File: src/rtl/ipc_link_pkg.sv
`default_nettype none
// ============================================================================
//  Module      : ipc_link_pkg
//  Description : Shared types and constants for the IPC comdata link
//                controller: link state encoding, XEDS nibble bit positions
//                and the default watchdog length.
//  Revision    : 1.0 - initial release
// ============================================================================
package ipc_link_pkg;

    // Default number of ce ticks a transfer may stall before it is aborted
    localparam int c_TIMEOUT_TICKS_DEFAULT = 4096;

    // Bit positions inside the host XEDS nibble
    localparam int c_XEDS_START = 0;
    localparam int c_XEDS_DATA  = 1;
    localparam int c_XEDS_STOP  = 2;
    localparam int c_XEDS_XSTOP = 3;

    // Value loaded into the remaining-bit counter by a host write
    localparam logic [1:0] c_CNT_LOAD = 2'd2;

    // Link state: ARMED has two falls outstanding, SHIFT has one
    typedef enum logic [1:0] {
        c_ST_IDLE  = 2'd0,
        c_ST_ARMED = 2'd1,
        c_ST_SHIFT = 2'd2
    } link_state_t;

endpackage : ipc_link_pkg
`default_nettype wire

File: src/rtl/ipc_link_wdog.sv
`default_nettype none
// ============================================================================
//  Module      : ipc_link_wdog
//  Description : Transfer watchdog. Counts ce ticks while the link is busy,
//                restarts on every comctrl fall or host write, and flags
//                expiry on the tick that would take the count past
//                TIMEOUT_TICKS-1.
//  Revision    : 1.0 - initial release
// ============================================================================
module ipc_link_wdog
    import ipc_link_pkg::*;
#(
    parameter int TIMEOUT_TICKS = c_TIMEOUT_TICKS_DEFAULT
) (
    input  logic clk,
    input  logic reset,
    input  logic ce,
    input  logic busy,
    input  logic clear,
    output logic expire
);

    localparam int               c_W    = (TIMEOUT_TICKS > 2) ? $clog2(TIMEOUT_TICKS) : 1;
    localparam logic [c_W-1:0]   c_LAST = c_W'(TIMEOUT_TICKS - 1);

    logic [c_W-1:0] r_count;
    logic           w_at_last;

    assign w_at_last = (r_count == c_LAST);
    // Activity in the same cycle always wins over expiry
    assign expire    = busy & ce & ~clear & w_at_last;

    // Tick counter: held at zero while idle or whenever the link shows activity
    always_ff @(posedge clk) begin
        if (reset) begin
            r_count <= '0;
        end else if (!busy || clear) begin
            r_count <= '0;
        end else if (ce) begin
            r_count <= w_at_last ? '0 : r_count + 1'b1;
        end
    end

endmodule : ipc_link_wdog
`default_nettype wire

File: src/rtl/ipc_link_ctrl.sv
`default_nettype none
// ============================================================================
//  Module      : ipc_link_ctrl
//  Description : Host-to-IPC comdata shift link. A host write loads a 4-bit
//                XEDS nibble; each falling edge of the IPC shift clock
//                (comctrl) moves it one place towards bit0, which drives the
//                comdata line. busy covers the two falls of a transfer.
//                Optional build macro IPC_LINK_TIMEOUT_EN adds a ce-tick
//                watchdog that aborts a stalled transfer and sets timeout.
//  Revision    : 1.0 - initial release
// ============================================================================
module ipc_link_ctrl
    import ipc_link_pkg::*;
#(
    parameter int TIMEOUT_TICKS = c_TIMEOUT_TICKS_DEFAULT
) (
    input  logic       clk,
    input  logic       reset,
    input  logic       ce,
    input  logic       wr_stb,
    input  logic [3:0] wr_data,
    input  logic       comctrl,
    input  logic       comdata_from_ipc,
    output logic       comdata_to_ipc,
    output logic       host_comdata,
    output logic       busy,
    output logic       timeout
);

    link_state_t r_state;
    logic [3:0]  r_sr;
    logic [1:0]  r_cnt;
    logic        r_comctrl_q;
    logic        r_busy;
    logic        r_timeout;
    logic        w_fall;
    logic        w_expire;

    // comctrl is generated in the clk domain, so a plain delayed copy suffices
    assign w_fall = r_comctrl_q & ~comctrl;

`ifdef IPC_LINK_TIMEOUT_EN
    ipc_link_wdog #(
        .TIMEOUT_TICKS (TIMEOUT_TICKS)
    ) u_wdog (
        .clk    (clk),
        .reset  (reset),
        .ce     (ce),
        .busy   (r_busy),
        .clear  (wr_stb | w_fall),
        .expire (w_expire)
    );
`else
    logic w_unused;
    assign w_expire = 1'b0;
    // ce and the watchdog length have no function without the watchdog
    assign w_unused = &{1'b0, ce, (TIMEOUT_TICKS > 0)};
`endif

    // Link state machine: host write restarts, watchdog aborts, falls shift
    always_ff @(posedge clk) begin
        if (reset) begin
            r_state     <= c_ST_IDLE;
            r_sr        <= 4'd0;
            r_cnt       <= 2'd0;
            r_comctrl_q <= 1'b0;
            r_busy      <= 1'b0;
            r_timeout   <= 1'b0;
        end else begin
            r_comctrl_q <= comctrl;
            if (wr_stb) begin
                // A coincident fall is dropped; unsent bits are discarded
                r_sr      <= wr_data;
                r_cnt     <= c_CNT_LOAD;
                r_state   <= c_ST_ARMED;
                r_busy    <= 1'b1;
                r_timeout <= 1'b0;
            end else if (w_expire) begin
                r_cnt     <= 2'd0;
                r_state   <= c_ST_IDLE;
                r_busy    <= 1'b0;
                r_timeout <= 1'b1;
            end else if (w_fall) begin
                // Shifting continues with zero fill even when idle
                r_sr <= {1'b0, r_sr[3:1]};
                case (r_state)
                    c_ST_ARMED: begin
                        r_cnt   <= 2'd1;
                        r_state <= c_ST_SHIFT;
                        r_busy  <= 1'b1;
                    end
                    c_ST_SHIFT: begin
                        r_cnt   <= 2'd0;
                        r_state <= c_ST_IDLE;
                        r_busy  <= 1'b0;
                    end
                    default: begin
                        r_cnt   <= 2'd0;
                        r_state <= c_ST_IDLE;
                        r_busy  <= 1'b0;
                    end
                endcase
            end
        end
    end

    assign comdata_to_ipc = r_sr[0];
    // Open-drain style line: either side can pull comdata low
    assign host_comdata   = r_sr[0] & comdata_from_ipc;
    assign busy           = r_busy;
`ifdef IPC_LINK_TIMEOUT_EN
    assign timeout        = r_timeout;
`else
    assign timeout        = 1'b0;
`endif

endmodule : ipc_link_ctrl
`default_nettype wire
File: config.mk
export PLATFORM = sky130hd
export DESIGN_NAME = ipc_link_ctrl
export DESIGN_NICKNAME = d
export VERILOG_FILES = /design/src/rtl/ipc_link_pkg.sv /design/src/rtl/ipc_link_wdog.sv /design/src/rtl/ipc_link_ctrl.sv
export SDC_FILE = /design/constraint.sdc
export NUM_CORES = 1
export LEC_CHECK = 0
export ABC_AREA = 0
export ABC_CLOCK_PERIOD_IN_PS = 1050
export CORE_AREA = 2 2 39 41
export DETAILED_ROUTE_END_ITERATION = 8
export DIE_AREA = 0 0 41 43
export HOLD_SLACK_MARGIN = 0.05
export SYNTH_ARGS = -nofsm -noshare
export SYNTH_HDL_FRONTEND = slang
export SYNTH_HIERARCHICAL = 1
export SYNTH_SLANG_ARGS = --single-unit
File: constraint.sdc
create_clock -name clk -period 1.05 [get_ports clk]
set_input_delay 0.1575 -clock clk [delete_from_list [all_inputs] [get_ports clk]]
set_output_delay 0.1575 -clock clk [all_outputs]
set_load 0.05 [all_outputs]
Word-level counts from Yosys, hierarchy flattened
Cells that the tools add are included.

Bits of input ports: 10. Output and inout port bits: 4. Word-level logic and storage cells: 19. Register bits after elaboration: 8.

Muxes and demuxes: 8. Reduce and logical (&&, ||, !) cells: 2. Bitwise operators: 3. Equal/unequal tests: 1.

Operator list (number): $mux 4 (2); $mux 1 (5); $and 1x1->1 (2); $eq 2x1->1 const B (1); $mux 2 (1); $reduce_bool 2->1 (1); $reduce_or 2->1 (1); $not 1->1 (1).

Logic depth before layout (Yosys ltp)
Depth in word-level cells: 4. Gate-level depth with buffers: 4. Depth with buffers taken out: 3.

Least setup slack after synthesis
Ideal clock, no wire load.

Path type: register to output. From: reg r_sr[0]. To: out host_comdata. Data required time: 892 ps. Arrival time: 1128 ps. Stages on the path, launching flop included: 2. Path slack: -236 ps. Buffers on the path: 0. Path through: dfxtp_1 > and2_1.

Word-level cells in the longest chain between the ends: 1.

Ends and longest elaborated chain: start: declaration (RTL line ipc_link_ctrl.sv:31) `logic [3:0] r_sr;`; start signal: assignment (RTL line ipc_link_ctrl.sv:73) `r_sr <= wr_data;`; start signal: assignment (RTL line ipc_link_ctrl.sv:85) `r_sr <= {1'b0, r_sr[3:1]};`; $and 1x1->1 (RTL line ipc_link_ctrl.sv:109) `assign host_comdata = r_sr[0] & comdata_from_ipc;`; end: declaration (RTL line ipc_link_ctrl.sv:25) `output logic host_comdata,`.

No other way between the ends.

Worst setup path after layout
From: reg r_sr[0]. To: out comdata_to_ipc.

RTL lines: end: declaration (RTL line ipc_link_ctrl.sv:24) `output logic comdata_to_ipc,`.

No word-level cell between the ends.

==> flow_summary_export.csv <==
group,metric,value,unit
worst_setup_path,crit_path_start_kind,"flop",
worst_setup_path,path_class,"flop to output port",
clock_network,cts_root_buffer,"sky130_fd_sc_hd__clkbuf_4",
cells_and_area,layout-drive-gt1-share,36.4,%
power_and_ir_drop,max-vdd-ir-drop,759,µV
flow_run,max_cap_viol_count,0,
die,die_span_in_y,43,µm
cells_and_area,count_of_inserted_antenna_diode_cells,0,
yosys,synth.cell_area,367,µm²
cells_and_area,flow.area_growth_from_synthesis,62.5,%
grt,grt_max_degree,11,
place,gp_congestion,0.672,
die,initial_util,26.5,%
yosys,synth.top_cells.by_area,"sky130_fd_sc_hd__dfxtp_1, sky130_fd_sc_hd__a2111oi_2, sky130_fd_sc_hd__nor3_1, sky130_fd_sc_hd__nor2b_1, sky130_fd_sc_hd__a21oi_1",
sta,timing.fmax,0.998,GHz
cells_and_area,finalInstanceArea,596,µm²
die,fp-row-count,14,
clock_network,cts_hold_buf,0,
detailed_routing,routed_wirelength,773,µm
worst_setup_path,end_kind,"output port",
sta,setup_total_negative_slack,0,ns
detailed_routing,postRouteAntennaNets,0,
sta,setup_violations,0,
detailed_routing,route.detailed.drc,0,
yosys,syn_avg_cell_area,9.91,µm²
worst_setup_path,required,0.89,ns
clock_network,cts_max_path_buffers,2,
detailed_routing,wire_per_inst,10.9,µm
yosys,yosys_warnings,6,
sta,fin_crit,1.00,ns
clock_network,clk_sinks,8,
grt,globalRoute.totalOverflow,0,
power_and_ir_drop,fin_total_pwr,0.000759,W
grt,number_of_antenna_violations_at_the_first_check_in_global_routing,0,
die,fp.dieW,41,µm
die,num_io_pins,14,
yosys,yosys.area.top_type,"sky130_fd_sc_hd__dfxtp_1",
outcome,status,"finished clean",
worst_setup_path,path_cells,"buf_4 > buf_12",
worst_setup_path,critPathMaxFanout,2,
clock_network,cts_max_level,1,
die,fp.coreArea,1380,µm²
grt,first_global_vias,328,
worst_setup_path,cp.arrival,0.84,ns
yosys,syn-num-nets,47,
place,io_buffers,11,
sta,setup_repair_after_global_routing_missed_its_margin,"false",
yosys,number_of_register_bits_inferred_by_synthesis,8,
die,dieArea,1760,µm²
clock_network,tritoncts,"yes",
worst_setup_path,cell_with_the_biggest_individual_delay_on_the_critical_path,"sky130_fd_sc_hd__dfxtp_2",
grt,track_usage,11.4,%
clock_network,cts.reportedPaths.clkPinSlew,0.05,ns
power_and_ir_drop,power_density,1270,nW/µm²
power_and_ir_drop,power_leakage,0.251,nW
yosys,post_synth_inst_count,37,
detailed_routing,drt_iter0_drc,0,
yosys,synthDominantCellAreaShare,43.7,%
hold_path,holdCritPathClass,"input port to flop",
place,post_dp_cell_area,541,µm²
clock_network,clock_latency,0.25,ns
yosys,synth_cell_type_count,17,
cells_and_area,layout.nets,67,
sta,maxSlewViolCount,0,
cells_and_area,post_layout_util,43.0,%
sta,finalHoldViolations,0,
clock_network,cts_inserted_buffers,3,
sta,post-route-period-util,95.4,%
detailed_routing,routed-via-count,328,
place,detailed_place_hpwl,551,µm
yosys,synth_sequential_area_ratio,43.7,%
grt,grt_first_pass_wirelength,1280,µm
sta,clock_skew,0.000570,ns
detailed_routing,avgViaCountPerCell,4.62,
detailed_routing,first_pass_iters,1,
worst_setup_path,critPathMaxStageDelay,0.31,ns
-- worst max-delay path, delay by kind of cell (launching register included) --
kind | cells | cell delay [ns]
DFF | 1 | 0.31
buffers and inverters | 2 | 0.28
-- registers in the layout (all words and copies together), names as in the netlist --
signal,cells
busy,1
r_comctrl_q,1
r_sr,4
r_state,2
-- metal layers --
| layer | share of wire [%] | track usage, % | routed length (µm) | vias to the layer above |
|---|---|---|---|---|
| met2 | 53 | 18.1 | 413 | 11 |
| li1 | - | - | - | 167 |
| met3 | 5.6 | 4.71 | 43 | 2 |
| met1 | 39 | 11.0 | 304 | 148 |
| met4 | 1.6 | 8.00 | 12 | 0 |
| met5 | 0 | 0 | 0 | - |
-- cells in the final DEF, fill, tap and decap left out --
master,n
sky130_fd_sc_hd__a2111oi_2,2
sky130_fd_sc_hd__a2111oi_4,1
sky130_fd_sc_hd__a211oi_1,1
sky130_fd_sc_hd__a21oi_1,3
sky130_fd_sc_hd__and2_4,1
sky130_fd_sc_hd__and4bb_2,1
sky130_fd_sc_hd__buf_12,3
sky130_fd_sc_hd__buf_4,7
sky130_fd_sc_hd__clkbuf_4,3
sky130_fd_sc_hd__clkdlybuf4s50_1,5
sky130_fd_sc_hd__conb_1,1
sky130_fd_sc_hd__dfxtp_1,7
sky130_fd_sc_hd__dfxtp_2,1
sky130_fd_sc_hd__dlygate4sd2_1,1
sky130_fd_sc_hd__dlymetal6s2s_1,2
sky130_fd_sc_hd__inv_1,1
sky130_fd_sc_hd__nand2_1,1
sky130_fd_sc_hd__nand2b_4,1
sky130_fd_sc_hd__nand3b_1,1
sky130_fd_sc_hd__nor2_1,4
sky130_fd_sc_hd__nor2b_1,3
sky130_fd_sc_hd__nor3_1,4
sky130_fd_sc_hd__nor3b_1,1
-- cells in the mapped netlist (all sizes together) --
cell type / count
a21oi: 3
nor3b: 1
nor3: 4
nand2b: 1
a211oi: 1
buf: 3
nor2b: 3
and2: 1
inv: 1
a2111oi: 3
and4bb: 1
nor2: 4
nand3b: 1
conb: 1
nand2: 1
dfxtp: 8
-- through the flow --
step | hold WS, ns | instances | setup slack, ns
after floorplan | 0.226 | 37 | 0.0271
after global placement | 0.464 | 66 | -0.288
after detailed placement | 0.472 | 66 | -0.325
after CTS | 0.450 | 71 | 0.000954
after global routing | 0.194 | 71 | 0.00729
final | 0.168 | 71 | 0.0484
-- power breakdown --
part,switching [W],internal (W),total (W)
combinational,0.0000852,0.0000993,0.000184
clock,0.000107,0.000131,0.000238
sequential,0.0000120,0.000324,0.000336
total,0.000205,0.000554,0.000759
-- layout make-up --
type / count / area [µm²]
Clock buffer: 3 / 22.5
Fill cell: 154 / 788
Inverter: 1 / 3.75
Multi-Input combinational cell: 25 / 191
Sequential cell: 8 / 161
Tap cell: 16 / 20.0
Timing Repair Buffer: 18 / 196
-- path summary, 6_finish.rpt --
kind	from	end	slack, ns	cells past startpoint
hold reg to reg	r_sr[3]$_SDFFE_PP0P_	r_sr[3]$_SDFFE_PP0P_	0.49	2
setup / recovery	r_sr[0]$_SDFFE_PP0P_	comdata_to_ipc	0.05	2
setup reg to reg	r_comctrl_q$_SDFF_PP0_	r_sr[1]$_SDFFE_PP0P_	0.07	3
hold / removal	comctrl	r_comctrl_q$_SDFF_PP0_	0.17	2
-- logic make-up after synthesis --
logic type / count (synthesis) / synth area share, %
other: 1 / 1.02
AOI/OAI and AO/OA: 7 / 18.4
DFF: 8 / 43.7
and+or+nand+nor: 17 / 28.7
buffers and inverters: 4 / 8.19
-- what timing repair did --
item                                    CTS  global route
setup buffers                             2             0
pin swaps                                 2             3
gates resized for setup                   2             3
endpoints found under the hold margin     0             0
endpoints found under the setup margin    5             5
No activity file was read; power rests on OpenSTA's default activity.
